### src/rtl/taus_urng_48.sv
// taus_urng_48: two taus88 generators combined into a 48-bit uniform word.
// Define URNG_ZERO_GUARD_EN to replace an all-zero word with 48'h1.
module taus_urng_48 #(
  parameter int WARMUP_CYCLES = 16
) (
  input  logic        clock,
  input  logic        reset,
  input  logic        seed_wr,
  input  logic [31:0] seed_data,
  output logic        busy,
  output logic        out_valid,
  input  logic        out_ready,
  output logic [47:0] urng_out
);

  typedef enum logic [1:0] {
    IDLE, SEED, WARMUP, RUN
  } state_t;

  localparam logic [7:0] WLAST = 8'(WARMUP_CYCLES - 1);

  state_t      state, state_nx;
  logic [2:0]  seed_cnt;
  logic [7:0]  warm_cnt;
  logic [31:0] st [6];
  logic [31:0] nx [6];
  logic [31:0] out_a, out_b;
  logic [47:0] raw, word;
  logic        adv, step, cap;
  logic [2:0]  cap_idx;

  function automatic logic [31:0] c0(input logic [31:0] s);
    logic [31:0] b;
    b = ((s << 13) ^ s) >> 19;
    return ((s & 32'hFFFFFFFE) << 12) ^ b;
  endfunction

  function automatic logic [31:0] c1(input logic [31:0] s);
    logic [31:0] b;
    b = ((s << 2) ^ s) >> 25;
    return ((s & 32'hFFFFFFF8) << 4) ^ b;
  endfunction

  function automatic logic [31:0] c2(input logic [31:0] s);
    logic [31:0] b;
    b = ((s << 3) ^ s) >> 11;
    return ((s & 32'hFFFFFFF0) << 17) ^ b;
  endfunction

  // Forcing the low bits keeps each component above its minimum.
  function automatic logic [31:0] legal(
    input logic [2:0]  idx,
    input logic [31:0] d
  );
    case (idx)
      3'd0, 3'd3: return d | 32'h2;
      3'd1, 3'd4: return d | 32'h8;
      default:    return d | 32'h10;
    endcase
  endfunction

  always_comb begin
    nx[0] = c0(st[0]);
    nx[1] = c1(st[1]);
    nx[2] = c2(st[2]);
    nx[3] = c0(st[3]);
    nx[4] = c1(st[4]);
    nx[5] = c2(st[5]);
    out_a = nx[0] ^ nx[1] ^ nx[2];
    out_b = nx[3] ^ nx[4] ^ nx[5];
    raw   = {out_a, out_b[31:16]};
`ifdef URNG_ZERO_GUARD_EN
    word  = (raw == 48'h0) ? 48'h1 : raw;
`else
    word  = raw;
`endif
  end

  assign adv = (state == RUN) && !seed_wr
            && (!out_valid || out_ready);
  assign step = (state == WARMUP) || adv;
  assign cap = seed_wr && (state != WARMUP);
  assign cap_idx = (state == SEED) ? seed_cnt : 3'd0;

  always_ff @(posedge clock) begin
    if (reset) state <= IDLE;
    else       state <= state_nx;
  end

  always_comb begin
    state_nx = state;
    unique case (state)
      IDLE:
        if (seed_wr) state_nx = SEED;
      SEED:
        if (seed_wr && seed_cnt == 3'd5)
          state_nx = WARMUP;
      WARMUP:
        if (warm_cnt == WLAST) state_nx = RUN;
      RUN:
        if (seed_wr) state_nx = SEED;
      default: state_nx = IDLE;
    endcase
  end

  always_comb begin
    busy = (state == SEED) || (state == WARMUP);
  end

  always_ff @(posedge clock) begin
    if (reset) begin
      seed_cnt  <= 3'd0;
      warm_cnt  <= 8'd0;
      out_valid <= 1'b0;
      urng_out  <= 48'h0;
      for (int i = 0; i < 6; i++) st[i] <= 32'h0;
    end else begin
      if (cap) begin
        st[cap_idx] <= legal(cap_idx, seed_data);
        seed_cnt    <= cap_idx + 3'd1;
      end else if (step) begin
        for (int i = 0; i < 6; i++) st[i] <= nx[i];
      end
      if (state == WARMUP) warm_cnt <= warm_cnt + 8'd1;
      else                 warm_cnt <= 8'd0;
      // A reseed drops whatever word is pending.
      if (state == RUN) begin
        if (seed_wr)  out_valid <= 1'b0;
        else if (adv) out_valid <= 1'b1;
      end
      if (adv) urng_out <= word;
    end
  end

endmodule

### config.mk
export PLATFORM = sky130hd
export DESIGN_NAME = taus_urng_48
export DESIGN_NICKNAME = d
export VERILOG_FILES = /design/src/rtl/taus_urng_48.sv
export SDC_FILE = /design/constraint.sdc
export NUM_CORES = 1
export LEC_CHECK = 0
export ABC_AREA = 1
export CAP_MARGIN = 15
export CORE_ASPECT_RATIO = 0.8
export CORE_MARGIN = 2
export CORE_UTILIZATION = 53
export DETAILED_ROUTE_END_ITERATION = 6
export GPL_ROUTABILITY_DRIVEN = 1
export PLACE_DENSITY = 0.76
export SLEW_MARGIN = 20
export SYNTH_ARGS = -nofsm -noshare
export SYNTH_HDL_FRONTEND = slang
export SYNTH_SLANG_ARGS = --single-unit
### constraint.sdc
create_clock -name clock -period 2.6 [get_ports clock]
set_clock_uncertainty 0.15 [all_clocks]
set_input_delay 0.52 -clock clock [delete_from_list [all_inputs] [get_ports clock]]
set_output_delay 0.52 -clock clock [all_outputs]
set_load 0.02 [all_outputs]
==> results.md <==
- The flow ran to the end, but the final reports show violations.
- The final reports fail on DRC.
- On the critical path, the stage with the largest delay is an instance of dfxtp_1.
- Of the post-synthesis cell area, the dominant cell type holds 0.455.
- The tightest hold margin is between 300 and 400 ps.
- The share of flip-flops with an asynchronous set or reset after synthesis is 0.
- The synthesized netlist cell count is between 1000 and 1500.
- In this run the standard cell core region covers between 20000 and 25000 sq um.
- In this run the power density over the cells is between 1000 and 1500 nW/um^2.
- The yosys synthesis warning count is 0.
- The most repeated library cell on the critical path is nand2_1.
- During placement, the flow inserted port buffers numbering 84.
- The effective utilization at floorplan is 0.538.
- 0 antenna diodes ended up in the layout.
- For this design the static power due to leakage is 5.47 nW.
- Ranked by total cell area, the synthesized netlist is headed by edfxtp_1 (46%), dfxtp_1 (11%), nand2_1 (10%).
- The number of buffers inserted during clock tree synthesis is 25.
- The signed area change from the synthesized netlist to the final layout is 17.4%.
- The tree is rooted in a clkbuf_16.
- The layout has roughly 1700 filler cells.
- Setup violations remaining at the end of the flow were counted as 0.
- Counting cells, the worst reg-to-reg path comes to 11.
- The count of flip-flops with a built-in enable after synthesis is about 180.
- For the worst setup path, the data required time is about 2700 ps.
- Dividing the detail-routed wire length by the instance count gives approximately 21 um.
- The first-pass GRT wire length is ~51 mm.
- Entering global routing, the biggest net connects between 70 and 80 pins.
- The floorplan step defined a die boundary enclosing 23100 sq um.
- The sort of element at the end of the critical path is a flip-flop.
- The share of the yosys chip area belonging to registers is 0.562.
- Dividing the synthesized area by the synthesized cell count gives ~9 sq um.
- The combined area of all synthesized cells is between 10000 and 15000 sq um.
- The final RePlAce weighted congestion is 0.951.
- The worst setup path is launched from a flip-flop.
- The worst hold path was traced through 2 stages.
- Counting every sink on the clock net gives between 200 and 250.
- Summed over all nets, the half-perimeter wirelength after detailed placement is ~23 mm.
- The worst path needs between 2000 and 2500 ps of the cycle, external delays included.
- For this design, the CTS-stage hold fixing added 0 buffers.
- The floorplan has 48 rows.
- The number of nets in the layout is between 1000 and 1500.
- The synthesized netlist net count is approximately 1300.
- Dividing the detail-routed via count by the number of cells gives 5.85.
- The number of vias in the routed layout is about 9500.
- Setup repair after global routing left no endpoint under its margin.
- The fmax is around 420 MHz.
- The I/O pin total is 86.
- The maximum buffer depth of the clock tree is 3.
- The total count of max-transition violations in the final report was 0.
- Across every metal layer, demand over resource in global routing totals 0.299.
- Once detail routing completed, the nets flagged for antenna violations numbered 0.
- The stage delay of the slowest cell on the critical path is around 380 ps.
- The critical-path maximum fanout is 6.
- Wires add up to between 30 and 40 mm.
- The final count of hold timing violations is 0.
- The arrival time reported for the critical path endpoint is about 2500 ps.
- The final cycle utilization of the critical path is 0.921.
- The synthesized netlist contains 30 unique library cells.
- The classification of the worst setup path is flip-flop to flip-flop.
- The number of maximum-capacitance constraint violations is 0.
- The die boundary width is between 150 and 200 um.
- TritonCTS built the clock tree.
- The worst pin sits at a relative slew slack of 0.557.
- Among all flip-flop cells after synthesis, the most frequent one is edfxtp_1.
- The via count of the first global-routing pass is around 8600.
- The signal on the critical path passes through inv_1, ha_1, nand2_1, inv_2, ha_1, ha_1, o21bai_1, nand2_1, nand3_2, nand2_1, nand2_1.
- For this block, the initial DRC count from the detailed router was around 1900.
- Of the cells placed in the final design, the portion with a size suffix greater than 1 is 0.0554.
- In the routed design, unresolved DRC markers number 1.
- The number of antenna violations at the first check in global routing is 0.
- The post-layout utilization of the core is 0.632.
- Timing analysis after detailed placement gives a worst setup slack of roughly 130 ps.
- After clock tree synthesis, the clock-pin slew on the worst setup and hold paths is 60 ps.
- The post-route setup TNS is 0 ps.
- The die height is around 140 um.
- At the later pin of the worst-skew pair, clock insertion delay measures between 500 and 600 ps.
- CTS built an H-tree with a depth of 1.
- The first detailed-routing pass ran for 7 iterations.
- The tightest min-delay check is of the flip-flop to flip-flop type.
- In the layout the commonest cells are nand2_1 (310), edfxtp_1 (176), inv_1 (125), o21ai_0 (111), xnor2_1 (90).
- The measured slew at the worst slew-check pin is about 660 ps.
- In this run, synthesis produced a sequential element count of ~240.
- The final critical-path setup slack is just over 200 ps.
- After global routing the overflow that remains totals 0.
- The worst IR drop on VDD is just under 0.6 mV.
- Of all cell types, the one taking the most synthesized area is edfxtp_1.
- The library cell used most frequently in the layout, excluding fill and tap cells, is nand2_1.
-- worst paths after layout --
kind | endpoint | slack [ps] | startpoint
setup / recovery | st[1][4] | 210 | state[1]
hold / removal | out_valid | 340 | out_valid
setup reg to reg | st[1][4] | 210 | state[1]
hold reg to reg | out_valid | 340 | out_valid
-- metal layers --
layer  track usage  vias up  part of all wire
met2         0.424      628              0.41
met4        0.0636        0             0.019
li1              -     4353                 -
met1         0.460     4493              0.42
met3        0.0751       50              0.14
met5             0        -                 0
-- metrics by stage --
stage	instance area (sq um)	instances	total power (W)
3_3_place_gp	12800	1584	0.0109
2_1_floorplan	11600	1251	0.00925
4_1_cts	13600	1628	0.0144
6_report	13600	1628	0.0146
5_1_grt	13600	1628	0.0152
3_5_place_dp	12800	1584	0.0111
-- power by group --
| group | switching (W) | total, W | internal [W] |
|---|---|---|---|
| logic | 0.00297 | 0.00477 | 0.00180 |
| clock network | 0.00146 | 0.00340 | 0.00194 |
| registers | 0.00104 | 0.00643 | 0.00540 |
| total | 0.00546 | 0.0146 | 0.00914 |
-- kinds of logic after synthesis --
group / share of synthesized area
and+or+nand+nor: 0.160
AOI/OAI and AO/OA: 0.116
DFF: 0.562
buffers and inverters: 0.0653
xor gates and xnor gates: 0.0890
adders and majority gates: 0.00755
-- repair_timing --
action / 4_1_cts / 5_1_grt
endpoints found under the setup margin: 1 / 3
endpoints found under the hold margin: 0 / 0
resized for setup: 1 / 1
buffers inserted: 0 / 0
gates cloned: 0 / 0
-- worst max-delay path, delay by kind of cell, from the launching register on --
| kind | cells | cell delay (ps) |
|---|---|---|
| and+or+nand+nor | 5 | 620 |
| AOI/OAI and AO/OA | 1 | 170 |
| adders and majority gates | 3 | 660 |
| DFF | 1 | 380 |
| buffers and inverters | 2 | 160 |
-- flip-flops by register name, indices dropped and copies added (netlist names) --
| name | count |
|---|---|
| st | 176 |
| urng_out | 48 |
| warm_cnt | 8 |
| seed_cnt | 3 |
| state | 2 |
| out_valid | 1 |
-- area by class of cell --
cell class / count / area [sq um] / share of cell area
Sequential cell: 238 / 6530 / 0.479
Clock inverter: 5 / 28.8 / 0.00211
Clock buffer: 39 / 738 / 0.0542
Tap cell: 275 / 344 / 0.0253
Inverter: 129 / 484 / 0.0356
Timing Repair Buffer: 110 / 1170 / 0.0861
Multi-Input combinational cell: 832 / 4330 / 0.318
-- cell usage after synthesis (13+ instances only) --
| cell type | count |
|---|---|
| nand2_1 | 310 |
| edfxtp_1 | 176 |
| inv_1 | 125 |
| o21ai_0 | 111 |
| xnor2_1 | 90 |
| o22ai_1 | 82 |
| nor2_1 | 80 |
| dfxtp_1 | 62 |
| nand3_1 | 42 |
| a21oi_1 | 32 |
| buf_2 | 29 |
| xor2_1 | 28 |
| o21ai_1 | 20 |
| and2_1 | 13 |
(Power assumes the default switching activity.)
==> edit 1: new RTL, same flow settings <==
Build with the macro `URNG_ZERO_GUARD_EN` defined.
--- a/src/rtl/taus_urng_48.sv
+++ b/src/rtl/taus_urng_48.sv
@@ -2,2 +2,4 @@
 // Define URNG_ZERO_GUARD_EN to replace an all-zero word with 48'h1.
+`define URNG_ZERO_GUARD_EN
+
 module taus_urng_48 #(
Check against the original RTL: no difference found for any inputs over 10 cycles, from zero or initial values and one cycle with reset high; that may be too few to reach the edited logic, so the function may still have changed.
==> edit 1 against the original RTL <==
Critical path depth stayed put; clock power is 5% higher; power is 0.54% higher; setup slack worse by 8.5 ps; final area is 7.3% higher; worst hold slack worse by 150 ps; synthesized cell count is 19% higher; sequential cell count stayed put; largest cell class unchanged; routed wire length is 13% higher; first-iteration DRC count is 23% lower; largest power group unchanged; area after synthesis is 7.1% higher.
==> edit 1: results <==
[grt]
grt_use_met2_pct = 48.1
grt_max_degree = 51
antenna_found_initial = 1
track_usage_pct = 31.4
grt_pass1_vias = 10500
grt_use_met3_pct = 7.12
use_met1_pct = 42.2

[cells_and_area]
nets = 1634
finalInstanceArea_sq_um = 14600
layout-drive-gt1-share_pct = 7.15
layout.non_clock_inverters = 204
clkbuf_count = 28
fin_cells = 1921
num-multi-input-gates = 1000
fill_cells = 1915
buf_share_pct = 8.72
seq_cell_count = 238
clock_area_share_pct = 5.47
buffers = 121
multi_input_area_share_pct = 33.3

[placed_design]
post_dp_cell_area_sq_um = 13800
pre_cts_ws_ps = 44.8
place_hpwl_mm = 28.0

[power]
p_sw_share_pct = 39.6
finalPower_mw = 14.7
p_leak_nw = 6.21

[synth]
synth.area.top_cells = edfxtp_1 (43%), nand2_1 (17%), dfxtp_1 (10%), inv_1 (5.9%), o22ai_1 (5.8%)
synth_common_cells = nand2_1 (565), inv_1 (196), edfxtp_1 (176), o22ai_1 (115), nand3_1 (66)
yosysSeqAreaShare_pct = 52.5
synthesis.instances = 1494

[detailed_routing]
drt-initial-drc-count = 1463
via_per_inst = 5.82

[worst_setup_path]
worstPathMaxFanout = 8
max_stage_delay_ps = 350
critPathArrivalTime_ps = 2530

[status]
status = finished clean
## edit 1: final timing paths
check        slack [ps]  depth (start not counted)                        to              startpoint
max                 200                         11        st[4][4]$_DFFE_PP_   state[1]$_SDFFE_PP0P_
min                 190                          4  seed_cnt[0]$_SDFFE_PP0P_                   reset
max reg2reg         200                         11        st[4][4]$_DFFE_PP_   state[1]$_SDFFE_PP0P_
min reg2reg         300                          1    warm_cnt[0]$_SDFF_PP0_  warm_cnt[0]$_SDFF_PP0_
## edit 1: cell families (layout without fill, tap and decap cells)
family	Yosys count	in the layout	synth area share [%]
xor+xnor	44	44	3.10
compound gates	244	244	12.6
simple gates	704	704	22.6
flops	238	238	52.5
buf+inv	256	371	8.48
fa+ha+maj	8	8	0.805
## edit 1: tightest hold or removal path, delay by kind of cell
kind / cells / cell delay (ps)
simple gates: 3 / 160
buf+inv: 1 / 140
==> edit 2: new RTL, config.mk and constraints unchanged <==
Made on the original files. One comparison of `warm_cnt` changes from == to >=.
--- a/src/rtl/taus_urng_48.sv
+++ b/src/rtl/taus_urng_48.sv
@@ -98,3 +98,3 @@
       WARMUP:
-        if (warm_cnt == WLAST) state_nx = RUN;
+        if (warm_cnt >= WLAST) state_nx = RUN;
       RUN:
Check against the original RTL: no difference found for any inputs over 4 cycles, from zero or initial values and one cycle with reset high; that may be too few to reach the edited logic, so the function may still have changed.
==> edit 2 against the original RTL <==
Utilization rose by 0.39 points; routed wire length fell by 2.6%; sequential cell count did not move; area after synthesis fell by 1.0%; synthesized cell count barely moved; global-route usage fell by 0.72 points; power fell by 0.91%; sequential power fell by 1%; setup slack improved by 12 ps; final area barely moved; largest cell class unchanged.
==> edit 2: results <==
[status]
status = finished clean

[floorplanning]
coreArea_sq_um = 21400

[cells_and_area]
clkbuf_count = 30
layout.non_clock_inverters = 136
seq_cell_count = 238
num-multi-input-gates = 825
reg_top3 = st x176, urng_out x48, warm_cnt x8
seq_share_pct = 47.9
clock_area_share_pct = 5.85
fin_cells = 1626
multi_input_area_share_pct = 31.1
fill_cells = 1700
layout-drive-gt1-share_pct = 4.89
nets = 1377
buf_share_pct = 8.86
buffers = 108

[placed_design]
post_dp_cell_area_sq_um = 12800
pre_cts_ws_ps = -34.9
place_hpwl_mm = 22.8
gp_congestion = 0.938
io_buffers = 84

[power]
p_leak_nw = 5.53
irDropWorstVdd_uv = 518

[synth]
synth_edf_count = 176
avgSynthCellArea_sq_um = 9.19
synth_warnings = 0
yosysSeqAreaShare_pct = 56.8
synth_nets = 1294
synth_cell_types = 28
synth.area.top_cells = edfxtp_1 (46%), dfxtp_1 (11%), nand2_1 (10%), o21ai_0 (5.5%), xnor2_1 (5.4%)
synth_common_cells = nand2_1 (314), edfxtp_1 (176), inv_1 (133), o21ai_0 (127), nor2_1 (85)

[clock_network]
numCtsBuffers = 24
cts_resized = 1
cts.reportedPaths.clkPinSlew_ps = 60

[worst_setup_path]
critPathArrivalTime_ps = 2500
worstPathMaxFanout = 7

[grt]
grt_pass1_wl_mm = 49.4
track_usage_pct = 29.1
grt_max_degree = 80
grt_pass1_vias = 8572

[detailed_routing]
drt-initial-drc-count = 1500
via_per_inst = 5.76
drtPass1Iterations = 5
wirelength_mm = 33.4

[sta]
worst_pin_slew_ps = 608
finalHoldViolCount = 0
edit 2: changes by cell type after synthesis, moves of 3 or more:
cell / change
nor2_1: +5
buf_2: -19
o21ai_0: +16
buf_4: -4
buf_1: +4
and2_1: -13
inv_1: +8
xor2_1: +14
o21ai_1: -8
xnor2_1: -19
nand3b_1: +3
clkbuf_1: +21
nand2_1: +4
o22ai_1: -5
edit 2: metal layers:
layer / track usage [%] / share of wire (%) / routed length, um
met1: 40.8 / 40 / 13300
met2: 42.2 / 41 / 13800
met3: 10.3 / 15 / 5090
met4: 9.96 / 3.7 / 1240
met5: 0 / 0 / 0
edit 2: kinds of logic (layout without fill, tap and decap cells):
family / Yosys count / in the layout / synth area share [%]
xor gates and xnor gates: 113 / 113 / 8.61
and+or+nand+nor: 457 / 457 / 15.8
AOI/OAI and AO/OA: 247 / 247 / 11.6
buffers and inverters: 187 / 288 / 6.32
DFF: 238 / 238 / 56.8
adders and majority gates: 8 / 8 / 0.871
edit 2: worst paths after layout:
check | start | end | slack [ps] | cells past startpoint
hold / removal | warm_cnt[0]$_SDFF_PP0_ | warm_cnt[0]$_SDFF_PP0_ | 290 | 1
setup / recovery | state[1]$_SDFFE_PP0P_ | st[3][4]$_DFFE_PP_ | 220 | 10
hold reg to reg | warm_cnt[0]$_SDFF_PP0_ | warm_cnt[0]$_SDFF_PP0_ | 290 | 1
setup reg to reg | state[1]$_SDFFE_PP0P_ | st[3][4]$_DFFE_PP_ | 220 | 10
edit 2: where the power goes:
part           internal, mW  total [mW]  switching, mW  leakage (nW)
Combinational          1.70        4.62           2.93          2.78
Clock                  2.05        3.50           1.44         0.382
Sequential             5.39        6.35          0.959          2.37
Total                  9.14        14.5           5.33          5.53
